$ cat config.mk
export PLATFORM = sky130hd
export DESIGN_NAME = speed_sequencer_flat
export DESIGN_NICKNAME = d
export VERILOG_FILES = /design/src/rtl/speed_sequencer_if.sv /design/src/rtl/speed_sequencer.sv /design/src/flat_wrapper.sv
export SDC_FILE = /design/constraint.sdc
export NUM_CORES = 1
export LEC_CHECK = 0
export BUFFER_PORTS_ARGS = -buffer_cell sky130_fd_sc_hd__buf_2
export CAP_MARGIN = 20
export CORE_ASPECT_RATIO = 1.2
export CORE_MARGIN = 4
export CORE_UTILIZATION = 45
export DETAILED_ROUTE_END_ITERATION = 10
export PLACE_DENSITY_LB_ADDON = 0.2
export SLEW_MARGIN = 25
export SYNTH_ARGS = -nofsm -noshare
export SYNTH_HDL_FRONTEND = slang
export SYNTH_SLANG_ARGS = --single-unit
$ cat constraint.sdc
create_clock -name ClockIn -period 2.48 [get_ports ClockIn]
set_clock_uncertainty 0.15 [all_clocks]
set_input_delay 0.496 -clock ClockIn [delete_from_list [all_inputs] [get_ports ClockIn]]
set_output_delay 0.496 -clock ClockIn [all_outputs]
set_load 0.1 [all_outputs]
$ cat src/rtl/speed_sequencer_if.sv
// speed_sequencer_if: control, speed handshake and display bus of the speed sequencer
interface speed_sequencer_if;
    logic       Start;
    logic       Stop;
    logic       SpeedReq;
    logic [1:0] SpeedIn;
    logic       SpeedAck;
    logic [1:0] Speed;
    logic       Enable;
    logic [3:0] CounterValue;
    logic       Running;
    logic       Wrap;

    modport master (
        output Start, Stop, SpeedReq, SpeedIn,
        input  SpeedAck, Speed, Enable, CounterValue, Running, Wrap
    );

    modport slave (
        input  Start, Stop, SpeedReq, SpeedIn,
        output SpeedAck, Speed, Enable, CounterValue, Running, Wrap
    );
endinterface

$ cat src/rtl/speed_sequencer.sv
// speed_sequencer: run/pause/stop controller owning the rate divider, display counter and speed handshake
// Optional feature: define SPEED_SEQ_AUTOSTOP_EN to stop in IDLE holding COUNT_MAX instead of wrapping to 0.
module speed_sequencer #(
    parameter int CLOCK_FREQUENCY = 500,
    parameter int COUNT_MAX       = 15
) (
    input  logic             ClockIn,
    input  logic             Reset,
    speed_sequencer_if.slave bus
);
    localparam int DW = $clog2(4 * CLOCK_FREQUENCY) + 1;

    typedef enum logic [1:0] {IDLE = 2'd0, RUN = 2'd1, PAUSE = 2'd2} state_t;

    state_t        state_q;
    logic [DW-1:0] div_q;
    logic [3:0]    cnt_q;
    logic [1:0]    speed_q;
    logic          ack_q;
    logic          wrap_q;
    logic          serve;
    logic          enable;
    logic          at_max;
    logic          go;
    logic [1:0]    speed_d;
    logic [DW-1:0] reload_d;

    function automatic logic [DW-1:0] reload(input logic [1:0] s);
        return s == 2'b00 ? '0 :
               s == 2'b01 ? DW'(CLOCK_FREQUENCY - 1) :
               s == 2'b10 ? DW'(2 * CLOCK_FREQUENCY - 1) :
                            DW'(4 * CLOCK_FREQUENCY - 1);
    endfunction

    // a request showing its ack is ignored for that cycle; Stop suppresses the tick
    always_comb begin
        serve    = bus.SpeedReq && !ack_q;
        speed_d  = serve ? bus.SpeedIn : speed_q;
        reload_d = reload(speed_d);
        go       = bus.Start && !bus.Stop;
        enable   = state_q == RUN && div_q == '0 && !bus.Stop;
        at_max   = cnt_q == 4'(COUNT_MAX);
    end

    // single-process FSM: state, divider, count, speed and registered pulses
    always_ff @(posedge ClockIn or posedge Reset) begin
        if (Reset) begin
            state_q <= IDLE;
            div_q   <= '0;
            cnt_q   <= '0;
            speed_q <= '0;
            ack_q   <= 1'b0;
            wrap_q  <= 1'b0;
        end else begin
            ack_q  <= 1'b0;
            wrap_q <= 1'b0;
            unique case (state_q)
                IDLE: begin
                    speed_q <= speed_d;
                    ack_q   <= serve;
                    if (serve || go)
                        div_q <= reload_d;
                    if (go) begin
                        state_q <= RUN;
                        cnt_q   <= '0;
                    end
                end
                RUN: begin
                    if (bus.Stop) begin
                        state_q <= PAUSE;
                    end else if (enable) begin
                        speed_q <= speed_d;
                        ack_q   <= serve;
                        div_q   <= reload_d;
                        if (at_max) begin
                            wrap_q <= 1'b1;
`ifdef SPEED_SEQ_AUTOSTOP_EN
                            state_q <= IDLE;
`else
                            cnt_q <= '0;
`endif
                        end else begin
                            cnt_q <= cnt_q + 4'd1;
                        end
                    end else begin
                        div_q <= div_q - DW'(1);
                    end
                end
                PAUSE: begin
                    speed_q <= speed_d;
                    ack_q   <= serve;
                    if (serve)
                        div_q <= reload_d;
                    if (bus.Stop) begin
                        state_q <= IDLE;
                        cnt_q   <= '0;
                        div_q   <= '0;
                    end else if (bus.Start) begin
                        state_q <= RUN;
                    end
                end
                default: state_q <= IDLE;
            endcase
        end
    end

    assign bus.SpeedAck     = ack_q;
    assign bus.Speed        = speed_q;
    assign bus.Enable       = enable;
    assign bus.CounterValue = cnt_q;
    assign bus.Running      = state_q == RUN;
    assign bus.Wrap         = wrap_q;
endmodule
$ cat src/flat_wrapper.sv
// flat-port wrapper written by rule: the top's interface ports become plain ports
module speed_sequencer_flat 
#(
    parameter int CLOCK_FREQUENCY = 500,
    parameter int COUNT_MAX       = 15
)
  (ClockIn, Reset, bus_Start, bus_Stop, bus_SpeedReq, bus_SpeedIn, bus_SpeedAck, bus_Speed, bus_Enable, bus_CounterValue, bus_Running, bus_Wrap);
  speed_sequencer_if bus_i ();
  input  logic ClockIn;
  input  logic Reset;
  input wire logic [$bits(bus_i.Start)-1:0] bus_Start;
  input wire logic [$bits(bus_i.Stop)-1:0] bus_Stop;
  input wire logic [$bits(bus_i.SpeedReq)-1:0] bus_SpeedReq;
  input wire logic [$bits(bus_i.SpeedIn)-1:0] bus_SpeedIn;
  output wire logic [$bits(bus_i.SpeedAck)-1:0] bus_SpeedAck;
  output wire logic [$bits(bus_i.Speed)-1:0] bus_Speed;
  output wire logic [$bits(bus_i.Enable)-1:0] bus_Enable;
  output wire logic [$bits(bus_i.CounterValue)-1:0] bus_CounterValue;
  output wire logic [$bits(bus_i.Running)-1:0] bus_Running;
  output wire logic [$bits(bus_i.Wrap)-1:0] bus_Wrap;
  assign bus_i.Start = bus_Start;
  assign bus_i.Stop = bus_Stop;
  assign bus_i.SpeedReq = bus_SpeedReq;
  assign bus_i.SpeedIn = bus_SpeedIn;
  assign bus_SpeedAck = bus_i.SpeedAck;
  assign bus_Speed = bus_i.Speed;
  assign bus_Enable = bus_i.Enable;
  assign bus_CounterValue = bus_i.CounterValue;
  assign bus_Running = bus_i.Running;
  assign bus_Wrap = bus_i.Wrap;
  speed_sequencer #(.CLOCK_FREQUENCY(CLOCK_FREQUENCY), .COUNT_MAX(COUNT_MAX)) u_core (.ClockIn(ClockIn), .Reset(Reset), .bus(bus_i));
endmodule
==> results of run 1 <==
worst max path at each step:
stage,from,endpoint,slack [ps],cells after the start
CTS,u_core.state_q[1],bus_Enable,50,5
global placement,bus_SpeedReq,u_core.div_q[10],130,9
floorplan,u_core.bus.SpeedAck,u_core.div_q[10],-110,9
finish,u_core.div_q[0],bus_Enable,80,5
global route,u_core.div_q[0],bus_Enable,1,5
detailed placement,bus_SpeedReq,u_core.div_q[10],50,9
placed cells by master, fill, tap and decap left out, types with 4 or more instances in the layout:
master    netlist  final
a21oi_1        10     10
buf_2           0     15
buf_4           1      8
dfrtp_1        22     21
ha_1           11     10
inv_1          14     13
nand2_1        11     11
nand3_1         9      9
nand4_1         6      6
nor2_1         11     11
nor3_1          4      4
o211ai_1        5      5
o21ai_0        13     13
o31ai_1         5      5
power breakdown:
part | internal, mW | switching, mW
Sequential | 0.488 | 0.173
Clock | 0.216 | 0.130
Combinational | 0.507 | 0.886
logic make-up after synthesis:
kind of cell / share of synthesized area
AO/OA/AOI/OAI: 0.248
buffers and inverters: 0.0608
adder cells (fa/ha/maj): 0.0847
multiplexers: 0.0192
AND/OR/NAND/NOR: 0.249
flip-flops: 0.339
layout make-up:
type	instances	share of cell area
Multi-Input combinational cell	137	0.527
Sequential cell	22	0.291
Timing Repair Buffer	25	0.0921
Inverter	14	0.0276
Tap cell	37	0.0243
Clock buffer	3	0.0217
Clock inverter	1	0.0158
sequential cells by signal, indices dropped and copies added, names as in the netlist:
name and flops:
u_core.bus.SpeedAck 1, u_core.bus.Speed 2, u_core.state_q 2, u_core.div_q 12, u_core.bus.Wrap 1, u_core.bus.CounterValue 4
routing by layer:
| metal | share of wire | vias to the layer above |
|---|---|---|
| met2 | 0.49 | 58 |
| li1 | - | 721 |
| met1 | 0.43 | 701 |
| met4 | 0.022 | 0 |
| met3 | 0.058 | 9 |
| met5 | 0 | - |
critical path: stages, from the launching register on:
cell	delay, ps
dfrtp_1	400
inv_1	130
ha_1	180
and4bb_2	300
and4b_2	290
buf_12	180
stage by stage:
stage / hold slack (ps) / cell area [sq um] / cells / total power, mW
global placement: 327 / 1820 / 234 / 2.01
CTS: 116 / 1900 / 239 / 2.39
floorplan: 314 / 1650 / 179 / 1.69
finish: 94.7 / 1900 / 239 / 2.40
detailed placement: 336 / 1820 / 234 / 2.04
global route: 138 / 1900 / 239 / 2.58
what timing repair did:
item | CTS | global route
setup endpoints to repair | 1 | 1
hold endpoints to repair | 0 | 0
buffers inserted | 1 | 0
resized for setup | 0 | 2
==> flow_metrics.tcl, run 1 <==
set metrics [dict create \
    avgSynthCellArea_sq_um 9.08 \
    clkTransAtPathRegs_ps 90 \
    dieHeight_um 73.8 \
    first_global_vias 1496 \
    cts_tree "done" \
    ant_nets 0 \
    r2r_cells 8 \
    async_reset_ff_frac 1.00 \
    antenna_found_initial 0 \
    setup_viol 0 \
    vias 1489 \
    final_util 0.560 \
    ys_warn_count 0 \
    startpoint_type "register" \
    p_per_area_mw_per_mm2 1260 \
    busiest_layer "met2" \
    min_period_ps 2400 \
    cp.arrival_ps 1750 \
    clock-sinks 22 \
    synth.most_common_cell "dfrtp_1" \
    finalHoldViolCount 0 \
    fp.coreArea_sq_mm 0.00340 \
    path_class "reg2out" \
    synth_nets 197 \
    dr.pass1.iters 5 \
    relSlewSlack 0.643 \
    clock.fmax_mhz 417 \
    multiInputGateArea_sq_mm 0.00100 \
    cts_root_buffer "clkbuf_8" \
    cp-end-kind "output pin" \
    numPortBuffers 16 \
    crit_required_ps 1830 \
    p_leak_nw 0.856 \
    grt_usage 0.191 \
    post-place-ws_ps 47.6 \
    period_share 0.968 \
    use_met1 0.226 \
    yosysUniqueCellTypes 52 \
    ir_drop_uv 641 \
    timing.final.ws_setup_ps 79.4 \
    worst_pin_slew_ps 535 \
    synth_edf_count 0 \
    synth.top_cell.area_share 0.339 \
    drive_gt1_frac 0.223 \
    initial_core_util 0.479 \
    hold_buffers 0 \
    synth_top_area_cell "dfrtp_1" \
    fin_nets 221 \
    chipWidth_um 62.9 \
    drt-initial-drc-count 113 \
    vias_per_cell 6.23 \
    rrSetupSlack_ps 170 \
    dp_hpwl_um 2930 \
    area_delta_synth_final_pct 17.0 \
    timing.setup.tns_ps 0 \
    ys.flop_type "dfrtp_1" \
    htree_levels 1 \
    clock_latency_ps 270 \
    outcome "completed" \
    wl_per_cell_um 16.8 \
    r2r-end "u_core.div_q[10]" \
    place_congestion 0.893 \
    wirelength_um 4010 \
    antenna_cells 0 \
    die-area_sq_mm 0.00464 \
    reg2reg_from "u_core.bus.SpeedAck" \
    grt_pass1_wl_um 7090 \
    fill_cells 309 \
    grt_use_met3 0.0336 \
    maxCapViolCount 0 \
    netlist_top_cells_count "dfrtp_1 (22), inv_1 (14), o21ai_0 (13)" \
    grt_use_met2 0.338 \
    ios 17 \
    rsz0062_at_grt "false" \
    syn_area_sq_mm 0.00163 \
    ys_ff_latch 22 \
    ctsLongestPathBuffers 2 \
    cp_max_fo 4 \
    drv_slew 0 \
    regArea_sq_um 554 \
    drc 0 \
    rows 23 \
    numCtsBuffers 3 \
    grt_max_degree 17 \
    grt-ovfl-total 0 \
    synth-seq-area-share 0.339 \
    synth_area_leaders "dfrtp_1 (34%), ha_1 (8.5%), o21ai_0 (4.0%), inv_1 (3.2%), a21oi_1 (3.1%)" \
    syn_inst 179 \
    hp-class "in2async" \
]
No activity file was read; power rests on OpenSTA's default activity.
==> run 2, diff against run 1 <==
--- a/config.mk
+++ b/config.mk
@@ -11,7 +11,7 @@
 export CORE_MARGIN = 4
 export CORE_UTILIZATION = 45
 export DETAILED_ROUTE_END_ITERATION = 10
-export PLACE_DENSITY_LB_ADDON = 0.2
+export PLACE_DENSITY = 0.78
 export SLEW_MARGIN = 25
 export SYNTH_ARGS = -nofsm -noshare
 export SYNTH_HDL_FRONTEND = slang
==> run 2 against run 1 <==
  * Total power is 0.68% lower
  * Flip-flop and latch count stayed put
  * Highest routed layer unchanged
  * Hold slack better by 3.9 ps
  * Worst setup slack better by 9.8 ps
  * Sequential power is 1% higher
  * Maximum frequency is 0.41% higher
  * Clock power is 1% lower
  * Largest cell class unchanged
==> flow_metrics.tcl, run 2 (same netlist as run 1, synthesis figures left out) <==
set metrics [dict create \
    hold_ws_ps 98.6 \
    combinationalPowerShare 0.576 \
    drc 0 \
    antenna_found_initial 0 \
    dp_hpwl_um 2960 \
    ctsLongestPathBuffers 2 \
    relSlewSlack 0.676 \
    vias_per_cell 6.14 \
    path_class "reg2out" \
    switchingPower_mw 1.18 \
    clock_latency_ps 270 \
    dieHeight_um 73.8 \
    area_delta_synth_final_pct 18.3 \
    grt-ovfl-total 0 \
    crit_required_ps 1830 \
    wirelength_um 3940 \
    cp.arrival_ps 1740 \
    p_leak_nw 0.867 \
    stdcell_count 242 \
    ant_nets 0 \
    hp-class "in2async" \
    p_per_area_mw_per_mm2 1240 \
    vias 1487 \
    rsz0062_at_grt "false" \
    grt_usage 0.181 \
    drive_gt1_frac 0.239 \
    ir_drop_uv 818 \
    p_clk_frac 0.143 \
    clock.fmax_mhz 418 \
    finalHoldViolCount 0 \
    numCtsBuffers 3 \
    antenna_cells 0 \
    r2r_cells 8 \
    largest_reg_flops 12 \
    drv_slew 0 \
    cts_tree "done" \
    grt_max_degree 23 \
    initial_core_util 0.479 \
    cts_root_buffer "clkbuf_8" \
    cp_max_fo 4 \
    place_congestion 0.889 \
    swShare 0.496 \
    design_area_sq_mm 0.00192 \
    clkTransAtPathRegs_ps 90 \
    timing.setup.tns_ps 0 \
    rows 23 \
    reg2reg_from "u_core.bus.SpeedAck" \
    ios 17 \
    clock-sinks 22 \
    layout_commonest_cell "dfrtp_1" \
    min_period_ps 2390 \
    numPortBuffers 16 \
    drt-initial-drc-count 122 \
    regArea_sq_um 554 \
    first_global_vias 1383 \
    outcome "completed" \
    worst_pin_slew_ps 489 \
    maxCapViolCount 0 \
    power.internal_mw 1.20 \
    startpoint_type "register" \
    fin_nets 224 \
    die-area_sq_mm 0.00464 \
    setup_viol 0 \
    period_share 0.964 \
    htree_levels 1 \
    r2r-end "u_core.div_q[10]" \
    wl_per_cell_um 16.3 \
    grt_pass1_wl_um 6600 \
    place_inst 238 \
    fill_cells 314 \
    dr.pass1.iters 5 \
    rrSetupSlack_ps 170 \
    chipWidth_um 62.9 \
    mostFrequentLayoutCells "dfrtp_1 (21), buf_2 (15), o21ai_0 (13), inv_1 (12), buf_4 (12)" \
    cp-end-kind "output pin" \
    p_seq_frac 0.281 \
    placed_cell_area_sq_mm 0.00184 \
    multiInputGateArea_sq_mm 0.00101 \
    top_register "u_core.div_q" \
    fp.coreArea_sq_mm 0.00340 \
]
[run 2: changes by cell type in the layout (fill, tap and decap cells not counted), sizes merged]
| cell | change |
|---|---|
| buf | +3 |
[run 2: layout make-up]
class                           instances  area share
Multi-Input combinational cell        137       0.527
Sequential cell                        22       0.288
Timing Repair Buffer                   28      0.0963
Inverter                               14      0.0273
Tap cell                               37      0.0241
Clock buffer                            3      0.0215
Clock inverter                          1      0.0156
[run 2: power groups by stage]
stage	logic (mW)	registers [mW]	clock network, mW
detailed placement	1.35	0.667	0
global route	1.51	0.688	0.370
global placement	1.33	0.663	0
CTS	1.35	0.661	0.353
finish	1.37	0.669	0.341
floorplan	0.906	0.788	0
[run 2: through the flow]
| stage | setup WS [ps] | power, mW | utilization |
|---|---|---|---|
| finish | 89.2 | 2.38 | 0.566 |
| floorplan | -108 | 1.69 | - |
| global route | 10.8 | 2.57 | 0.566 |
| detailed placement | 40.9 | 2.02 | 0.542 |
| global placement | 94.5 | 2.00 | 0.542 |
| CTS | 26.2 | 2.37 | 0.563 |
[run 2: worst max path at each step]
stage,cells after the start,startpoint,end
4_1_cts,5,u_core.state_q[1],bus_Enable
6_report,5,u_core.div_q[1],bus_Enable
2_1_floorplan,9,u_core.bus.SpeedAck,u_core.div_q[10]
5_1_grt,5,u_core.div_q[1],bus_Enable
3_5_place_dp,9,bus_SpeedReq,u_core.div_q[10]
3_3_place_gp,9,bus_SpeedReq,u_core.div_q[10]
[run 2: per-layer routing]
metal	up-vias	wire length, um	share of wire	GRT usage
met5	-	0	0	0
met4	0	80	0.020	0.0784
met3	9	191	0.048	0.0229
met2	46	1850	0.47	0.301
met1	710	1820	0.46	0.236
li1	722	-	-	-
[run 2: what timing repair did]
| action | 4_1_cts | 5_1_grt |
|---|---|---|
| gates resized for setup | 1 | 3 |
| hold buffers | 0 | 0 |
| setup endpoints to repair | 1 | 9 |
| setup buffers | 0 | 0 |
[run 2: critical path, cell delays in order, from the launching register on]
cell,delay [ps]
dfrtp_1,410
inv_1,100
ha_1,150
and4bb_2,300
and4b_2,320
buf_12,190
